--- src/rtl/vector_pkg.sv ---
// Shared vector-unit constants and the load/store sequencer state encoding.
// Also used by the vector decode path.
package vector_pkg;

    localparam int          MAX_LANES   = 5;
    localparam int          VSIZE_W     = 3;
    localparam int          VREG_AW     = 4;
    localparam logic [31:0] ELEM_STRIDE = 32'd4;

    typedef enum logic [2:0] {
        IDLE   = 3'd0,
        REQ    = 3'd1,
        WAIT_R = 3'd2,
        WB     = 3'd3,
        DONE   = 3'd4
    } lsu_state_t;

    // Requests larger than the register file width are trimmed to the lane count.
    function automatic logic [VSIZE_W-1:0] clamp_size(input logic [VSIZE_W-1:0] size);
        return (size > VSIZE_W'(MAX_LANES)) ? VSIZE_W'(MAX_LANES) : size;
    endfunction

endpackage

--- src/rtl/vlsu_lane_buf.sv ---
// Lane staging registers for the vector LSU: bulk clear, bulk load of store
// operands, single-lane write of returning load data, all lanes readable at once.
module vlsu_lane_buf
    import vector_pkg::*;
(
    input  logic                       clk,
    input  logic                       reset_n,
    input  logic                       clr,
    input  logic                       load,
    input  logic [MAX_LANES-1:0][31:0] load_data,
    input  logic                       wr_en,
    input  logic [VSIZE_W-1:0]         wr_idx,
    input  logic [31:0]                wr_data,
    output logic [MAX_LANES-1:0][31:0] lanes
);

    logic [31:0] lane_reg [MAX_LANES];

    always_ff @(posedge clk or negedge reset_n) begin
        if (!reset_n) begin
            for (int i = 0; i < MAX_LANES; i++) lane_reg[i] <= '0;
        end else begin
            for (int i = 0; i < MAX_LANES; i++) begin
                if (clr) begin
                    lane_reg[i] <= '0;
                end else if (load) begin
                    lane_reg[i] <= load_data[i];
                end else if (wr_en && wr_idx == VSIZE_W'(i)) begin
                    lane_reg[i] <= wr_data;
                end
            end
        end
    end

    generate
        for (genvar gi = 0; gi < MAX_LANES; gi++) begin : g_lane_out
            assign lanes[gi] = lane_reg[gi];
        end
    endgenerate

endmodule

--- src/rtl/vector_lsu.sv ---
// Vector load/store sequencer: walks vsize elements through a single-outstanding
// memory port and, for loads, writes all lanes back to the vregfile in one cycle.
module vector_lsu
    import vector_pkg::*;
(
    input  logic               clk,
    input  logic               reset_n,
    input  logic               start,
    input  logic               is_store,
    input  logic [VSIZE_W-1:0] vsize,
    input  logic [31:0]        base_addr,
    input  logic [VREG_AW-1:0] vwa,
    input  logic [31:0]        vs1,
    input  logic [31:0]        vs2,
    input  logic [31:0]        vs3,
    input  logic [31:0]        vs4,
    input  logic [31:0]        vs5,
    output logic               busy,
    output logic               done,
    output logic               mem_req,
    output logic               mem_we,
    output logic [31:0]        mem_addr,
    output logic [31:0]        mem_wdata,
    input  logic               mem_gnt,
    input  logic               mem_rvalid,
    input  logic [31:0]        mem_rdata,
    output logic               vrf_we,
    output logic               vrf_vector_op,
    output logic [VSIZE_W-1:0] vrf_vector_size,
    output logic [VREG_AW-1:0] vrf_wa,
    output logic [31:0]        vrf_wd1,
    output logic [31:0]        vrf_wd2,
    output logic [31:0]        vrf_wd3,
    output logic [31:0]        vrf_wd4,
    output logic [31:0]        vrf_wd5
);

    lsu_state_t state_reg, state_next;

    logic                       is_store_reg;
    logic [VSIZE_W-1:0]         eff_reg;
    logic [VSIZE_W-1:0]         idx_reg;
    logic [VREG_AW-1:0]         vwa_reg;
    logic [31:0]                addr_reg;
    logic [VSIZE_W-1:0]         vsize_eff;
    logic                       accept;
    logic                       advance;
    logic                       lane_wr;
    logic                       last_elem;
    logic [MAX_LANES-1:0][31:0] lanes;

    assign vsize_eff = clamp_size(vsize);
    assign last_elem = (idx_reg == eff_reg - VSIZE_W'(1));

    always_ff @(posedge clk or negedge reset_n) begin
        if (!reset_n) state_reg <= IDLE;
        else          state_reg <= state_next;
    end

    always_comb begin
        state_next = state_reg;
        accept     = 1'b0;
        advance    = 1'b0;
        lane_wr    = 1'b0;
        busy       = 1'b0;
        done       = 1'b0;
        mem_req    = 1'b0;
        mem_we     = 1'b0;
        vrf_we     = 1'b0;
        unique case (state_reg)
            IDLE: begin
                if (start) begin
                    accept     = 1'b1;
                    state_next = (vsize_eff == '0) ? DONE : REQ;
                end
            end
            REQ: begin
                busy    = 1'b1;
                mem_req = 1'b1;
                mem_we  = is_store_reg;
                if (mem_gnt) begin
                    if (is_store_reg) begin
                        advance    = 1'b1;
                        state_next = last_elem ? DONE : REQ;
                    end else begin
                        state_next = WAIT_R;
                    end
                end
            end
            WAIT_R: begin
                busy = 1'b1;
                if (mem_rvalid) begin
                    lane_wr    = 1'b1;
                    advance    = 1'b1;
                    state_next = last_elem ? WB : REQ;
                end
            end
            WB: begin
                busy       = 1'b1;
                vrf_we     = 1'b1;
                state_next = DONE;
            end
            DONE: begin
                done       = 1'b1;
                state_next = IDLE;
            end
            default: state_next = IDLE;
        endcase
    end

    // The running address is kept as a register so it wraps naturally at 2^32.
    always_ff @(posedge clk or negedge reset_n) begin
        if (!reset_n) begin
            is_store_reg <= 1'b0;
            eff_reg      <= '0;
            idx_reg      <= '0;
            vwa_reg      <= '0;
            addr_reg     <= '0;
        end else if (accept) begin
            is_store_reg <= is_store;
            eff_reg      <= vsize_eff;
            idx_reg      <= '0;
            vwa_reg      <= vwa;
            addr_reg     <= base_addr;
        end else if (advance) begin
            idx_reg      <= idx_reg + VSIZE_W'(1);
            addr_reg     <= addr_reg + ELEM_STRIDE;
        end
    end

    vlsu_lane_buf u_lane_buf (
        .clk       (clk),
        .reset_n   (reset_n),
        .clr       (accept && !is_store),
        .load      (accept && is_store),
        .load_data ({vs5, vs4, vs3, vs2, vs1}),
        .wr_en     (lane_wr),
        .wr_idx    (idx_reg),
        .wr_data   (mem_rdata),
        .lanes     (lanes)
    );

    assign mem_addr        = addr_reg;
    assign mem_wdata       = (state_reg == REQ && is_store_reg) ? lanes[idx_reg] : '0;
    assign vrf_vector_op   = vrf_we;
    assign vrf_vector_size = eff_reg;
    assign vrf_wa          = vwa_reg;
    assign vrf_wd1         = lanes[0];
    assign vrf_wd2         = lanes[1];
    assign vrf_wd3         = lanes[2];
    assign vrf_wd4         = lanes[3];
    assign vrf_wd5         = lanes[4];

endmodule

--- config.mk ---
export PLATFORM = sky130hd
export DESIGN_NAME = vector_lsu
export DESIGN_NICKNAME = d
export VERILOG_FILES = /design/src/rtl/vector_pkg.sv /design/src/rtl/vlsu_lane_buf.sv /design/src/rtl/vector_lsu.sv
export SDC_FILE = /design/constraint.sdc
export NUM_CORES = 1
export LEC_CHECK = 0
export CORE_AREA = 2 2 182 184
export DETAILED_ROUTE_END_ITERATION = 16
export DIE_AREA = 0 0 184 186
export PLACE_DENSITY = 0.7
export SYNTH_ARGS = -nofsm -noshare
export SYNTH_HDL_FRONTEND = slang
export SYNTH_SLANG_ARGS = --single-unit
--- constraint.sdc ---
create_clock -name clk -period 2.8 [get_ports clk]
set_clock_uncertainty 0.15 [all_clocks]
set_input_delay 0.56 -clock clk [delete_from_list [all_inputs] [get_ports clk]]
set_output_delay 0.56 -clock clk [all_outputs]
set_load 0.02 [all_outputs]
==> results list <==
- Top-area cell type share of the netlist area: between 40 and 50%
- Proportion of register bits with asynchronous set or reset after synthesis: 100%
- The first TritonRoute pass finished after 5 iterations.
- Weighted congestion at the end of routability-driven global placement: between 0.9 and 1
- The floorplan step defined a core boundary enclosing 32200 sq um.
* Sequence of cells on the critical path: buf_12 > buf_6 > mux4_2 > a22oi_2 > buf_4 > nor2_2 > buf_6
- The clock reaches the later pin of the worst-skew pair after approximately 0.52 ns.
* Maximum fanout encountered on the critical timing path: 5
- The number of failing hold endpoints at the final stage came to 0.
* Worst-case vdd ir drop: about 0.00063 V
* Number of H-tree levels: 1
- Yosys printed 0 warnings.
* DRC violation total after the first TritonRoute iteration: 522
* Antenna violations before repair: 6
- The largest total area in the synthesized netlist belongs to sky130_fd_sc_hd__dfrtp_1.
- Transition time at the pin with the least slew margin: between 0.6 and 0.7 ns
- The register with the most flip-flops in the layout has 160 of them.
- The count of pins over their slew limit came to 0.
- The checks that failed: setup timing.
- The worst pin sits at a relative slew slack of between 50% and 60%.
- STA puts the critical path data required time at approximately 2.1 ns.
- Average cell area after synthesis: roughly 9 sq um
- Total power density per cell area: 1280 nW/um^2
- The most used flip-flop cell after synthesis is sky130_fd_sc_hd__dfrtp_1.
- Layout overhead on the synthesized area: 64.0%
* Overflow after GRT: 0
* Setup ws final: -0.108 ns
- Final std cell area, no fill: about 17000 sq um
* Type of destination of the critical path: output port
* Clock tree from TritonCTS: built
- Setup violations, final: 31
- Number of buffers created by CTS: 25
* Clock transition time at the flip-flop clock pins of the worst setup and hold paths: ~0.06 ns
- In this design, the stage delay of the slowest critical-path cell is 0.52 ns.
- The number of global-route vias before repair was 10900.
* Buffers added on ports: about 470
- Yosys mapped a number of flops with a built-in enable equal to 0.
- Pin count of the biggest net entering global routing: 74
* Die Y-Extent: ~190 um
- Number of flip-flops and latches in the synthesized netlist: about 210
* Placed Cells: approximately 2000
- The cell area that synthesis handed to floorplanning was approximately 10000 sq um.
- The critical path in this run is classified as flip-flop to output port.
* Total number of nets in the final design: between 1500 and 2000
- At the worst endpoint, the arrival time is between 2 and 2.5 ns.
- CP dominant cell by count: sky130_fd_sc_hd__buf_6
- After detailed routing, the number of vias per cell comes to 5.26.
- The first global-routing pass estimated 66500 um of wire.
- Total routing resource utilization after global routing: between 20% and 30%
- Sum of net half-perimeters after detailed placement: approximately 33000 um
- Min Tclk post-route: around 2.9 ns
* Die Outline Area: approximately 34000 sq um
- After detailed routing, the number of remaining DRC violations is 0.
* Count of vias placed by the detailed router: between 10000 and 15000
* Startpoint class of the critical path: flip-flop
- Root Driver: sky130_fd_sc_hd__clkbuf_16
* Post-synthesis net count: 1387
* Path class of the lowest-slack min-delay path: flip-flop to flip-flop
- Yosys attributes the largest share of cell area to sky130_fd_sc_hd__dfrtp_1 (49%), sky130_fd_sc_hd__a21oi_1 (9.5%), sky130_fd_sc_hd__mux4_2 (6.9%).
- The floorplan has 66 rows.
* Upper clock frequency limit: between 300 and 400 MHz
* Maximum capacitance violations: 0
* Worst setup slack after placement: around 0.065 ns
* Distinct cell type count of the synthesized netlist: 53
- In this run the deepest clock path goes through 3 buffers.
- The finished layout holds around 2000 standard cells, fillers aside.
- After detailed routing, the total wire length is between 40000 and 50000 um.
* Drt wl/cell: between 20 and 25 um
- The run finished, with violations left.
* Instance area after placement: about 16000 sq um
- Sequential fraction of the synthesis area: about 50%
- Leak: between 6 and 7 nW
- Initial core utilization: approximately a third
* Library cell contributing the largest single delay on the critical path: sky130_fd_sc_hd__dfrtp_4
- Fraction of layout instances using a drive strength above 1: between 10% and 20%
* Worst Hold Slack: roughly 0.33 ns
* Number of top-level design ports: around 470
- Synthesis produced roughly 1100 cells.
- Setup repair after global routing missed its margin: yes
- The count of nets left with antenna violations once routing finished came out at 0.
- The die is between 150 and 200 um wide.
- Post-route fraction of the period consumed by the critical path: 104%
* Total clock sinks: approximately 210
[what timing repair did]
item,4_1_cts,5_1_grt
buffers inserted,10,3
hold buffers,1,0
setup endpoints to repair,32,32
gates resized for setup,164,26
cloned,5,2
hold endpoints to repair,67,0
pin swaps,10,19
[metal layers]
layer	GRT usage, %	share of wire (%)	up-vias
li1	-	-	4996
met1	31.6	40	5193
met2	43.6	48	488
met3	6.10	7.9	96
met4	11.0	3.9	2
met5	0	0.022	-
[where the power goes]
group          switching, mW  internal, mW  total, mW
sequential              1.59          4.42       6.01
combinational           6.83          5.94       12.8
clock                   1.29          2.01       3.31
[metrics by stage]
step	utilization [%]	power, mW	setup TNS [ns]
floorplan	-	11.9	0
global placement	49.7	17.7	0
detailed placement	49.7	17.9	0
CTS	52.9	21.9	-2.77
global route	53.4	23.3	-3.90
finish	53.4	22.1	-1.42
[worst paths after layout]
path | start | end | slack [ns] | cells past startpoint
max in group asynchronous | reset_n | u_lane_buf.lanes[50] | 1.28 | 3
max reg2reg | idx_reg[0] | u_lane_buf.lanes[110] | 0.37 | 9
max | idx_reg[0] | mem_wdata[31] | -0.11 | 7
min in group asynchronous | reset_n | u_lane_buf.lanes[1] | 0.46 | 2
min | vrf_wa[3] | vrf_wa[3] | 0.33 | 2
min reg2reg | vrf_wa[3] | vrf_wa[3] | 0.33 | 2
[kinds of logic after synthesis]
family	synth area share, %
buffers and inverters	3.98
multiplexers	7.07
AO/OA/AOI/OAI	21.2
adder cells (fa/ha/maj)	0.834
AND/OR/NAND/NOR	15.3
XOR/XNOR	2.50
flip-flops	49.1
[cells in the mapped netlist (3+ instances only)]
cell type                  number
sky130_fd_sc_hd__dfrtp_1      206
sky130_fd_sc_hd__a21oi_1      199
sky130_fd_sc_hd__nand2_1      183
sky130_fd_sc_hd__o21ai_1       90
sky130_fd_sc_hd__nor2_1        81
sky130_fd_sc_hd__o21ai_0       66
sky130_fd_sc_hd__clkbuf_1      47
sky130_fd_sc_hd__and2_1        34
sky130_fd_sc_hd__a22oi_1       33
sky130_fd_sc_hd__mux4_2        32
sky130_fd_sc_hd__buf_2         31
sky130_fd_sc_hd__xnor2_1       15
sky130_fd_sc_hd__xor2_1        15
sky130_fd_sc_hd__nand3_1       11
sky130_fd_sc_hd__nand4_1       11
sky130_fd_sc_hd__and3_1         9
sky130_fd_sc_hd__nor3_1         9
sky130_fd_sc_hd__inv_1          8
sky130_fd_sc_hd__ha_1           7
sky130_fd_sc_hd__buf_1          5
sky130_fd_sc_hd__a21oi_2        4
sky130_fd_sc_hd__inv_2          3
sky130_fd_sc_hd__nand3b_1       3
sky130_fd_sc_hd__nor4_1         3
[layout make-up]
class                   instances  area [sq um]
multi-input cells             840          5100
clock inverters                10           160
clock buffers                  29           651
inverters                      11          41.3
diodes                          5          12.5
fillers                      2876         15000
flip-flops and latches        206          5160
repair buffers                540          5570
well taps                     408           510
[layout by cell type, fill, tap and decap left out, types with 10 or more instances in the layout]
cell,count
sky130_fd_sc_hd__clkdlybuf4s50_1,439
sky130_fd_sc_hd__dfrtp_1,204
sky130_fd_sc_hd__a21oi_1,199
sky130_fd_sc_hd__nand2_1,183
sky130_fd_sc_hd__o21ai_1,90
sky130_fd_sc_hd__nor2_1,79
sky130_fd_sc_hd__o21ai_0,66
sky130_fd_sc_hd__buf_4,42
sky130_fd_sc_hd__and2_1,33
sky130_fd_sc_hd__mux4_2,32
sky130_fd_sc_hd__clkbuf_16,27
sky130_fd_sc_hd__a22oi_2,26
sky130_fd_sc_hd__buf_12,23
sky130_fd_sc_hd__buf_2,16
sky130_fd_sc_hd__xor2_1,15
sky130_fd_sc_hd__xnor2_1,15
sky130_fd_sc_hd__nand4_1,11
sky130_fd_sc_hd__buf_6,11
sky130_fd_sc_hd__nand3_1,10
[critical path, delay by kind of cell (launching register included)]
family,cells,cell delay [ns]
buffers and inverters,4,0.55
flip-flops,1,0.52
multiplexers,1,0.42
AO/OA/AOI/OAI,1,0.13
AND/OR/NAND/NOR,1,0.04
Note: power is estimated with default switching activity, not from simulation.
